--- src/rtl/cpu_pkg.sv ---
// Shared ISA constants for the 16-bit pipeline: opcodes, instruction field
// positions and the branch-history reset value.
package cpu_pkg;

   localparam logic [3:0] OP_ADD  = 4'h0;
   localparam logic [3:0] OP_SUB  = 4'h1;
   localparam logic [3:0] OP_AND  = 4'h2;
   localparam logic [3:0] OP_OR   = 4'h3;
   localparam logic [3:0] OP_ADDI = 4'h4;
   localparam logic [3:0] OP_LD   = 4'h5;
   localparam logic [3:0] OP_ST   = 4'h6;
   localparam logic [3:0] OP_BEQ  = 4'h7;
   localparam logic [3:0] OP_JMP  = 4'h8;
   localparam logic [3:0] OP_HALT = 4'hF;

   localparam int OPC_HI = 15;
   localparam int OPC_LO = 12;
   localparam int FA_HI  = 11;
   localparam int FA_LO  = 8;
   localparam int FB_HI  = 7;
   localparam int FB_LO  = 4;
   localparam int FC_HI  = 3;
   localparam int FC_LO  = 0;

   localparam logic [1:0] BHT_RESET = 2'b01;

   function automatic logic signed [15:0] sext4(input logic [3:0] v);
      return $signed({{12{v[3]}}, v});
   endfunction

endpackage

--- src/rtl/branch_predictor_bht.sv ---
// Table of 2-bit saturating branch counters with one combinational read port
// and one synchronous update port; a same-cycle read sees the pre-update value.
module branch_predictor_bht
   import cpu_pkg::*;
#(
   parameter int BHT_BITS = 4
) (
   input  logic                clk,
   input  logic                reset,
   input  logic [BHT_BITS-1:0] rd_idx,
   output logic [1:0]          rd_cnt,
   input  logic                upd_en,
   input  logic [BHT_BITS-1:0] upd_idx,
   input  logic                upd_taken
);

   logic [1:0] cnt [0:(1<<BHT_BITS)-1];

   always_ff @(posedge clk) begin
      if (!reset) begin
         for (int i = 0; i < (1 << BHT_BITS); i++) cnt[i] <= BHT_RESET;
      end else if (upd_en) begin
         if (upd_taken && cnt[upd_idx] != 2'b11)
            cnt[upd_idx] <= cnt[upd_idx] + 2'd1;
         else if (!upd_taken && cnt[upd_idx] != 2'b00)
            cnt[upd_idx] <= cnt[upd_idx] - 2'd1;
      end
   end

   assign rd_cnt = cnt[rd_idx];

endmodule

--- src/rtl/decode_stage.sv ---
// Instruction decode stage: field decode, register-file addressing, load-use
// stall, static-PC branch prediction, sticky HALT and the ID/EX register.
module decode_stage
   import cpu_pkg::*;
#(
   parameter int BHT_BITS = 4,
   parameter int PC_W     = 8,
   parameter int INSTR_W  = 16
) (
   input  logic                      clk,
   input  logic                      reset,
   input  logic [INSTR_W-1:0]        if_instruction,
   input  logic [PC_W-1:0]           if_pc,
   input  logic                      if_valid,
   input  logic                      ex_flush,
   input  logic                      ex_resolve,
   input  logic [PC_W-1:0]           ex_resolve_pc,
   input  logic                      ex_taken,
   input  logic                      ex_mem_read,
   input  logic [3:0]                ex_rd,
   input  logic [INSTR_W-1:0]        rf_rdata1,
   input  logic [INSTR_W-1:0]        rf_rdata2,
   output logic [3:0]                rf_raddr1,
   output logic [3:0]                rf_raddr2,
   output logic                      stall,
   output logic                      predict_taken,
   output logic [PC_W-1:0]           branch_target,
   output logic                      halt,
   output logic [3:0]                id_opcode,
   output logic [3:0]                id_rd,
   output logic [INSTR_W-1:0]        id_op1,
   output logic [INSTR_W-1:0]        id_op2,
   output logic signed [INSTR_W-1:0] id_imm,
   output logic [PC_W-1:0]           id_pc,
   output logic                      id_pred,
   output logic                      id_valid
);

   logic [3:0] opcode, fa, fb, fc;
   logic [3:0] rd_d, rs1_d, rs2_d;
   logic       use1, use2;
   logic       hazard, predict_raw, load, squash_p1;
   logic [1:0] bht_cnt;
   logic signed [INSTR_W-1:0] imm_s;
   logic [PC_W-1:0] target;
   logic unused_resolve_hi;

   assign opcode = if_instruction[OPC_HI:OPC_LO];
   assign fa     = if_instruction[FA_HI:FA_LO];
   assign fb     = if_instruction[FB_HI:FB_LO];
   assign fc     = if_instruction[FC_HI:FC_LO];
   assign imm_s  = sext4(fc);

   always_comb begin
      rd_d  = '0;
      rs1_d = '0;
      rs2_d = '0;
      use1  = 1'b0;
      use2  = 1'b0;
      case (opcode)
         OP_ADD, OP_SUB, OP_AND, OP_OR: begin
            rd_d = fa; rs1_d = fb; rs2_d = fc; use1 = 1'b1; use2 = 1'b1;
         end
         OP_ADDI, OP_LD: begin
            rd_d = fa; rs1_d = fb; use1 = 1'b1;
         end
         OP_ST, OP_BEQ: begin
            rs1_d = fa; rs2_d = fb; use1 = 1'b1; use2 = 1'b1;
         end
         default: ;
      endcase
   end

   // Only sources the opcode really reads can create a load-use hazard.
   assign hazard = if_valid & ex_mem_read & (ex_rd != 4'd0) &
                   ((use1 & (rs1_d == ex_rd)) | (use2 & (rs2_d == ex_rd)));

   branch_predictor_bht #(.BHT_BITS(BHT_BITS)) u_bht (
      .clk       (clk),
      .reset     (reset),
      .rd_idx    (if_pc[BHT_BITS-1:0]),
      .rd_cnt    (bht_cnt),
      .upd_en    (ex_resolve),
      .upd_idx   (ex_resolve_pc[BHT_BITS-1:0]),
      .upd_taken (ex_taken)
   );
   assign unused_resolve_hi = ^ex_resolve_pc[PC_W-1:BHT_BITS];

   assign target      = if_pc + PC_W'(1) + PC_W'(imm_s);
   assign predict_raw = if_valid & (opcode == OP_BEQ) & bht_cnt[1] & ~hazard &
                        ~squash_p1 & ~ex_flush & ~halt;
   assign load        = if_valid & ~hazard & ~squash_p1 & ~ex_flush & ~halt;

   assign rf_raddr1     = reset ? rs1_d : 4'd0;
   assign rf_raddr2     = reset ? rs2_d : 4'd0;
   assign stall         = reset & hazard;
   assign predict_taken = reset & predict_raw;
   assign branch_target = reset ? target : '0;

   // ID/EX boundary
   always_ff @(posedge clk) begin
      if (!reset) begin
         id_valid  <= 1'b0;
         id_pred   <= 1'b0;
         squash_p1 <= 1'b0;
         halt      <= 1'b0;
         id_opcode <= '0;
         id_rd     <= '0;
         id_op1    <= '0;
         id_op2    <= '0;
         id_imm    <= '0;
         id_pc     <= '0;
      end else begin
         id_valid  <= load;
         id_pred   <= predict_raw;
         squash_p1 <= predict_raw;
         halt      <= halt | (load & (opcode == OP_HALT));
         id_opcode <= opcode;
         id_rd     <= rd_d;
         id_op1    <= rf_rdata1;
         id_op2    <= rf_rdata2;
         id_imm    <= imm_s;
         id_pc     <= if_pc;
      end
   end

endmodule

--- config.mk ---
export PLATFORM = sky130hd
export DESIGN_NAME = decode_stage
export DESIGN_NICKNAME = d
export VERILOG_FILES = /design/src/rtl/cpu_pkg.sv /design/src/rtl/branch_predictor_bht.sv /design/src/rtl/decode_stage.sv
export SDC_FILE = /design/constraint.sdc
export NUM_CORES = 1
export LEC_CHECK = 0
export CAP_MARGIN = 10
export CORE_UTILIZATION = 34
export CTS_CLUSTER_SIZE = 8
export DETAILED_ROUTE_END_ITERATION = 8
export PLACE_DENSITY_LB_ADDON = 0.1
export SETUP_SLACK_MARGIN = 0.4
export SYNTH_ARGS = -nofsm -noshare
export SYNTH_HDL_FRONTEND = slang
export SYNTH_SLANG_ARGS = --single-unit
--- constraint.sdc ---
create_clock -name clk -period 3.4 [get_ports clk]
set_clock_uncertainty 0.15 [all_clocks]
set_input_delay 0.68 -clock clk [delete_from_list [all_inputs] [get_ports clk]]
set_output_delay 0.68 -clock clk [all_outputs]
set_load 0.005 [all_outputs]
# Word-level counts from Yosys, hierarchy flattened
# Memory sizes are Yosys's and may differ from the RTL's.
# Cells that the tools add are included.
# word_totals
wordCells,84
reg_bits,55
mem_count,1
ram_bits,32
input_bits,75
# op_classes
n_reduce_logical,13
addsub,4
muxes,21
bitwise_logic,25
n_eq_ne,11
# mem_list
name,words,width,rd,rd_clocked_by_memory_dff,write_ports,line,text
u_bht.cnt,16,2,2,0,16,branch_predictor_bht.sv:17,logic [1:0] cnt [0:(1<<BHT_BITS)-1];
# op_table
op,n
$and 1x1->1,18
$eq 4x3->1 const B,4
$pmux 4 s2,2
$mux 1,13
$mux 4,3
$reduce_or 6->1,2
$add 8x1->8 const B,1
$add 8x8->8,1
$eq 4x2->1 const B,2
$eq 4x4->1,2
$mux 8,1
$reduce_or 8->1,1
$eq 4x1->1 const B,1
$eq 4x4->1 const B,1
$logic_not 4->1,1
$mux 2,2
$not 1->1,4
$reduce_bool 4->1,1
$reduce_or 2->1,2
$reduce_or 4->1,1
$or 1x1->1,3
$add 2x1->2 const B,1
$logic_and 1x1->1,2
$ne 2x2->1 const B,1
4 further kinds,4

# Depth between registers and ports, before layout
# Gate-level depths: netlist of the first run.
# logic_depth
word_depth,14
mapped_depth,10

# Hierarchy
# A second synthesis of the first run with hierarchy kept.
# hier_totals
cells_unflattened,410
hier_area_um2,4441.8
# modules_own_cells
module,area_per_inst_um2,cells_each,instances
decode_stage,2274.7,237,1
branch_predictor_bht,2167.1,173,1

# Worst setup path after synthesis of the first run
# OpenSTA, ideal clock, no wires.
# synth_timing
path_type,in2out
from,in if_pc[0]
to,out branch_target[6]
path_stages,10
path_slack_ns,0.130
arrival_ns,2.440
path_buffers,1
cell_sequence,clkbuf_1 > inv_1 > ha_1 > fa_1 > nor2b_1 > o21ai_0 > a21boi_0 > o21ai_0 > nor3b_1 > nor3_1
# synth_between
elab_chain_len,3
# synth_lines
item,line,text
"start, declared",decode_stage.sv:13,"input logic [PC_W-1:0] if_pc,"
$add 8x1->8,decode_stage.sv:89,assign target = if_pc + PC_W'(1) + PC_W'(imm_s);
$add 8x8->8,decode_stage.sv:89,
$mux 8,decode_stage.sv:98,assign branch_target = reset ? target : '0;
"end, declared",decode_stage.sv:27,"output logic [PC_W-1:0] branch_target,"
# Every way passes these cells.

# Worst setup path in the final report of the first run
# layout_timing
from,in if_pc[0]
to,out predict_taken
# layout_between
elab_chain_len,7
# layout_lines
item,line,text
$mem_v2 16x2,-,
$and 1x1->1 (3 in series),decode_stage.sv:90,assign predict_raw = if_valid & (opcode == OP_BEQ) & bht_cnt[1] & ~hazard &
$and 1x1->1 (2 in series),decode_stage.sv:91,~squash_p1 & ~ex_flush & ~halt;
$and 1x1->1,decode_stage.sv:97,assign predict_taken = reset & predict_raw;
"end, declared",decode_stage.sv:26,"output logic predict_taken,"
# Every way passes these cells.

==> key figures, run 1 <==
Setup path
  • Required @ worst endpoint: 2.57 ns
  • Most frequent CP cell: mux4_2
  • CP arrival: 2.29 ns
  • Setup CP Type: primary input to primary output
  • Type of origin of the critical path: primary input
  • Crit. End Element: primary output
  • Critical path cell sequence: buf_8 -> buf_6 -> mux4_2 -> mux4_2 -> and2_4 -> and4_1 -> buf_2
  • Buf/Inv on CP: 3
  • CP Max Fanout: 4
  • Slowest cell on the critical path: mux4_2
  • Max incr delay on CP: 0.48 ns
  • Largest delay share family, worst path: multiplexers

Timing
  • Fin crit share: 91.6%
  • Rel. slew slack: 72.2%
  • Final hold violations: 0
  • Achievable frequency: 0.321 GHz
  • Worst-Margin Slew: 0.411 ns
  • Fin Hold WS: 0.372 ns
  • Final setup viols: 0
  • RSZ-0062 raised after global routing: yes
  • Final Critical Period: 3.12 ns
  • Max-slew violations: 0

Route
  • Residual DRC count: 17
  • Initial DRC Count: 169
  • Pre-Repair DR Iteration Count: 7
  • Via count: 3626
  • WL final: 11.9 mm
  • Antenna-violating nets left: 0
  • Routed WL per cell: 15.6 um
  • Drt via density: 4.78

Clock network
  • CTS sink count: 87
  • Clk slew on worst S/H paths: 0.06 ns
  • Hold_buf cts: 0
  • Clk Latency, worst-skew pair: 0.34 ns
  • CTS tree: yes
  • Clock buffer count from CTS: 9
  • H-tree depth: 3
  • Clk root buf: clkbuf_16
  • Max clock buf depth: 2

Cells and area
  • Proportion of layout cells with a drive suffix above 1: 29.8%
  • Finished Cell Area: 0.00686 mm2
  • # diodes: 0
  • P&R area growth vs syn: 68.4%
  • Final Net Count: 693
  • Fill cell count: 964
  • Multi-input gate area: 0.00206 mm2
  • Register area: 0.00206 mm2

Power and ir drop
  • PD cells: 396 mW/mm2
  • Worst VDD drop: 0.216 mV
  • Leakage power: 0.00278 uW

Min path
  • HP Class: flop to flop

Floorplan
  • Die Span X: 111 um
  • Core area: 0.0116 mm2
  • I/O pin count: 160
  • Die Height: 111 um
  • Die area: 0.0124 mm2
  • Starting Density: 35.2%
  • Row cnt: 39

Logic synthesis
  • Post-Syn Instances: 383
  • Area of the mapped netlist: 0.00408 mm2
  • Largest cells by area after synthesis: dfxtp_1 (27%), edfxtp_1 (24%), and2_1 (7.1%)
  • Ys flop type: dfxtp_1
  • Sequential-to-total area share from yosys stat: 50.6%
  • FFs w/ async S/R, synth: 0%
  • Count leader, synth: dfxtp_1
  • Post-synth EDFFs: 32
  • Syn Area/Cell: 10.6 um2
  • Synth top area share: 27.0%
  • Syn nets: 466
  • YS warnings: 0
  • Largest area contributor in the netlist: dfxtp_1
  • Top cells by count, synth: dfxtp_1 (55), and2_1 (46), nand2_1 (36)
  • Flops & latches, synth: 87
  • Netlist cell types: 45

GRT
  • Initial antenna violation count: 0
  • First-pass GRT wire length: 19.1 mm
  • Vias in the first global route: 3672
  • Total gr overflow: 0
  • Largest net degree at the start of global routing: 31
  • Global Route Usage Sum: 19.8%

Run status
  • Status: complete, but fails checks
  • Failing checks: design-rule violations

Placement
  • Final Wtd Congestion: 0.864
  • DP HPWL: 8.74 mm
  • Port Buffers: 155
  • Placed standard-cell area: 0.00624 mm2

Flow run
  • Number of max-cap violations: 0
## power by group
part / total (uW) / internal, uW / switching (uW)
clock network: 1040 / 643 / 395
registers: 1140 / 1120 / 15.0
logic: 546 / 330 / 216
total: 2720 / 2090 / 626
## sequential cells by signal, summed over array words and instances (netlist names)
signal and flops:
u_bht.cnt 32, id_op1 16, id_op2 16, id_pc 8
id_imm 4, id_opcode 4, id_rd 4, halt 1
id_valid 1, squash_p1 1
## layout make-up
cell class                 instances  share of cell area, %
clock buffer                      14                   4.06
clock inverter                     2                  0.547
inverter                           9                  0.602
multi-input combinational        258                   30.1
sequential                        87                   30.0
tap                              143                   2.61
timing repair buffer             245                   32.1
## metal layers
metal / routed length [um] / vias up / track usage, %
li1: - / 1773 / -
met5: 0 / - / 0
met3: 800 / 10 / 3.70
met2: 6000 / 120 / 34.3
met1: 4920 / 1723 / 24.1
met4: 136 / 0 / 8.47
## cells in the final DEF, fill, tap and decap left out, types with 4 or more instances in the layout
cell type        count
o21ai_0             15
nor3_1               4
buf_6               11
edfxtp_1            32
nor2_1              28
clkdlybuf4s50_1    118
inv_1                6
and3_1              13
ha_1                 4
mux4_2              11
clkbuf_16           10
and2_1              44
nand2b_1             4
xor2_1               5
buf_2                9
mux2i_1             11
xnor2_1              5
dlygate4sd2_1       12
o21ai_2              6
clkbuf_2             5
buf_4               81
nand2_1             35
nor3_2               4
nor2b_1              7
clkdlybuf4s15_1      4
nor2b_4              5
dfxtp_1             55
## what timing repair did
action | CTS | global route
gates resized for setup | 114 | 47
buffers inserted | 9 | 3
pin swaps | 29 | 21
endpoints found under the setup margin | 73 | 12
## final timing paths
check / end / start / slack, ns / cells past startpoint
max reg2reg: u_bht.cnt[0][1] / u_bht.cnt[9][1] / 0.75 / 7
min reg2reg: halt / halt / 0.37 / 1
max: predict_taken / if_pc[0] / 0.28 / 7
min: halt / halt / 0.37 / 1
## through the flow
stage	std cells	setup TNS (ns)	worst slack [ns]	utilization [%]	total power, uW
after floorplan	383	0	0.332	-	1350
after global placement	730	-14.79	-0.657	53.9	1650
after detailed placement	730	-15.15	-0.678	53.9	1650
after CTS	755	0	0.223	58.2	2720
after global routing	758	0	0.214	59.4	2840
final	758	0	0.285	59.4	2720
## cells by family after synthesis
kind of cell | Yosys count | share of synthesized area, %
buffers and inverters | 38 | 4.82
DFF | 87 | 50.6
adders and majority gates | 8 | 2.64
xor gates and xnor gates | 12 | 2.58
and+or+nand+nor | 175 | 23.8
muxes | 27 | 10.4
AOI/OAI and AO/OA | 36 | 5.16
## worst reg2reg max path, delay by kind of cell, from the launching register on
kind | cells | cell delay [ns]
mux | 3 | 1.20
simple gates | 3 | 0.49
flops | 1 | 0.41
buf+inv | 1 | 0.14
Power figures use the tool's default switching activity.
==> run 2: changes to the inputs <==
Settings changed: CORE_MARGIN from default to 5.
==> run 2 against run 1 <==
Against the previous run: maximum frequency about the same; critical path depth stayed put; final area up 1.4%; critical path type unchanged; register-to-register slack got worse by 0.02 ns; the flow now finishes without violations; highest routed layer is now met5.
==> key figures, run 2 (synthesis results as in run 1) <==
GRT
  • Initial antenna violation count: 1 (+1)
  • Vias in the first global route: 3688 (+0.44%)
  • Largest net degree at the start of global routing: 37 (+19%)
  • First-pass GRT wire length: 19.5 mm (+2.2%)
  • Total gr overflow: 0 (unchanged)
  • Global Route Usage Sum: 17.4% (-2.3 points)

Route
  • Drt via density: 4.73 (-1.2%)
  • Residual DRC count: 0 (-17)
  • WL final: 12.6 mm (+6.1%)
  • Routed WL per cell: 16.3 um (+4.4%)
  • Initial DRC Count: 173 (+2.4%)
  • Antenna-violating nets left: 0 (unchanged)
  • Via count: 3643 (+0.47%)
  • Pre-Repair DR Iteration Count: 5 (-2)

Floorplan
  • Die area: 0.0143 mm2 (+15%)
  • Starting Density: 34.4% (-0.88 points)
  • Die Span X: 119 um (+7.2%)
  • I/O pin count: 160 (unchanged)
  • Die Height: 119 um (+7.2%)
  • Row cnt: 40 (+2.6%)
  • Core area: 0.0119 mm2 (+2.6%)

Cells and area
  • Final core occ: 58.7% (-0.67 points)
  • Most flop-heavy register: u_bht.cnt
  • Commonest non-fill, non-tap cell in the layout: clkdlybuf4s50_1
  • Final Net Count: 702 (+1.3%)
  • Multi-input gate area: 0.00212 mm2 (+2.8%)
  • Biggest regs: u_bht.cnt: 32 flops, id_op1: 16 flops, id_op2: 16 flops
  • Register area: 0.00206 mm2 (unchanged)
  • Most frequent cells in the layout: clkdlybuf4s50_1 (118), buf_4 (89), dfxtp_1 (55)
  • P&R area growth vs syn: 70.8%
  • Proportion of layout cells with a drive suffix above 1: 32.1% (+2.3 points)
  • Fill cell count: 1007 (+4.5%)
  • # diodes: 0 (unchanged)
  • Max reg flops: 32 (unchanged)
  • Finished Cell Area: 0.00696 mm2 (+1.4%)
  • Finished Layout Cells: 771 (+1.7%)

Setup path
  • Slowest cell on the critical path: mux4_2
  • R2r setup slk: 0.73 ns (-0.02 ns)
  • Type of origin of the critical path: primary input
  • Largest delay share family, worst path: multiplexers
  • Max incr delay on CP: 0.48 ns (about the same)
  • FF-to-FF End: u_bht.cnt[0][1]
  • Required @ worst endpoint: 2.57 ns (about the same)
  • CP Max Fanout: 4 (unchanged)
  • CP arrival: 2.29 ns (about the same)
  • Buf/Inv on CP: 3 (unchanged)
  • Critical path cell sequence: buf_8 -> buf_8 -> mux4_2 -> mux4_2 -> and2_4 -> and4_1 -> buf_2
  • Worst Reg-to-Reg Cells: 7 (unchanged)
  • Setup CP Type: primary input to primary output
  • R2r startpoint: u_bht.cnt[5][1]
  • Crit. End Element: primary output

Timing
  • Max-slew violations: 0 (unchanged)
  • Rel. slew slack: 73.3% (+1.0 points)
  • Final Critical Period: 3.12 ns (+0.00134 ns)
  • Final hold violations: 0 (unchanged)
  • Final WS setup: 0.283 ns (-0.00134 ns)
  • RSZ-0062 raised after global routing: yes
  • Worst-Margin Slew: 0.390 ns (-0.0208 ns)
  • Achievable frequency: 0.321 GHz (about the same)
  • Fin crit share: 91.7% (about the same)
  • Final setup viols: 0 (unchanged)

Min path
  • HP Start: halt
  • Number of cells on the worst hold path: 1 (unchanged)
  • Worst Hold End: halt
  • HP Class: flop to flop

Flow run
  • Number of max-cap violations: 0 (unchanged)

Clock network
  • Max clock buf depth: 2 (unchanged)
  • CTS sink count: 87 (unchanged)
  • Clock buffer count from CTS: 9 (unchanged)
  • CTS tree: yes
  • Clk Latency, worst-skew pair: 0.34 ns (about the same)
  • Clk slew on worst S/H paths: 0.06 ns (about the same)
  • H-tree depth: 3 (unchanged)
  • Clk root buf: clkbuf_16

Placement
  • Port Buffers: 155 (unchanged)
  • Final Wtd Congestion: 0.909 (+5.2%)
  • DP HPWL: 9.35 mm (+7.0%)
  • Setup WS pre-CTS: -0.621 ns (+0.0563 ns)
  • Placed cells: 736 (+0.82%)
  • Placed standard-cell area: 0.00624 mm2 (+0.12%)

Power and ir drop
  • Worst VDD drop: 0.247 mV (+15%)
  • Leakage power: 0.00283 uW (+1.7%)
  • Design Power: 2640 uW (-3.1%)
  • PD cells: 379 mW/mm2 (-4.4%)

Run status
  • Status: completed
==> run 2: worst register-to-register path: stages (launching register included) <==
cell      delay (ns)
edfxtp_1        0.42
mux4_2          0.47
mux2i_1         0.16
buf_4           0.15
nand2_1         0.05
mux4_2          0.58
and3b_4         0.27
and3_4          0.18
==> run 2: how the worst max path moves through the flow <==
stage,startpoint,endpoint,cells after the start
global placement,if_pc[0],branch_target[6],11
detailed placement,if_pc[0],branch_target[6],11
finish,if_pc[0],predict_taken,7
CTS,if_pc[0],predict_taken,7
floorplan,if_pc[0],branch_target[6],10
global route,if_pc[0],branch_target[6],11
==> run 2: final cells by class <==
class                           count  area share (%)
Clock buffer                       13            3.76
Tap cell                          147            2.64
Sequential cell                    87            29.6
Timing Repair Buffer              254            32.7
Multi-Input combinational cell    258            30.5
Inverter                            9           0.521
Clock inverter                      3           0.252
==> run 2: where the power goes <==
group | internal, uW | switching [uW] | leakage, uW
sequential | 1120 | 14.6 | 0.000735
clock | 538 | 387 | 0.000136
combinational | 346 | 229 | 0.00196
total | 2010 | 630 | 0.00283
==> run 2: per-layer routing <==
metal | global-route usage [%] | wire length [um] | vias to the layer above
li1 | - | - | 1788
met1 | 21.1 | 5290 | 1721
met2 | 30.0 | 6390 | 124
met3 | 5.46 | 788 | 8
met4 | 4.80 | 100 | 2
met5 | 0 | 13 | -
==> run 2: through the flow <==
| stage | hold slack [ns] | setup TNS [ns] |
|---|---|---|
| floorplan | 0.337 | 0 |
| global placement | 0.335 | -13.44 |
| detailed placement | 0.347 | -13.70 |
| CTS | 0.362 | 0 |
| global route | 0.396 | 0 |
| finish | 0.356 | 0 |
==> run 2: timing repair <==
item,in CTS,in global routing
hold buffers,0,0
buffers inserted,13,5
pin swaps,29,27
resized for setup,138,44
gates cloned,1,0
setup endpoints to repair,73,39
==> run 3: changes to the inputs <==
Settings changed: CAP_MARGIN 10 to 5.
==> results of run 3 <==
Final layout, timing and power as in run 2 (identical DEF).
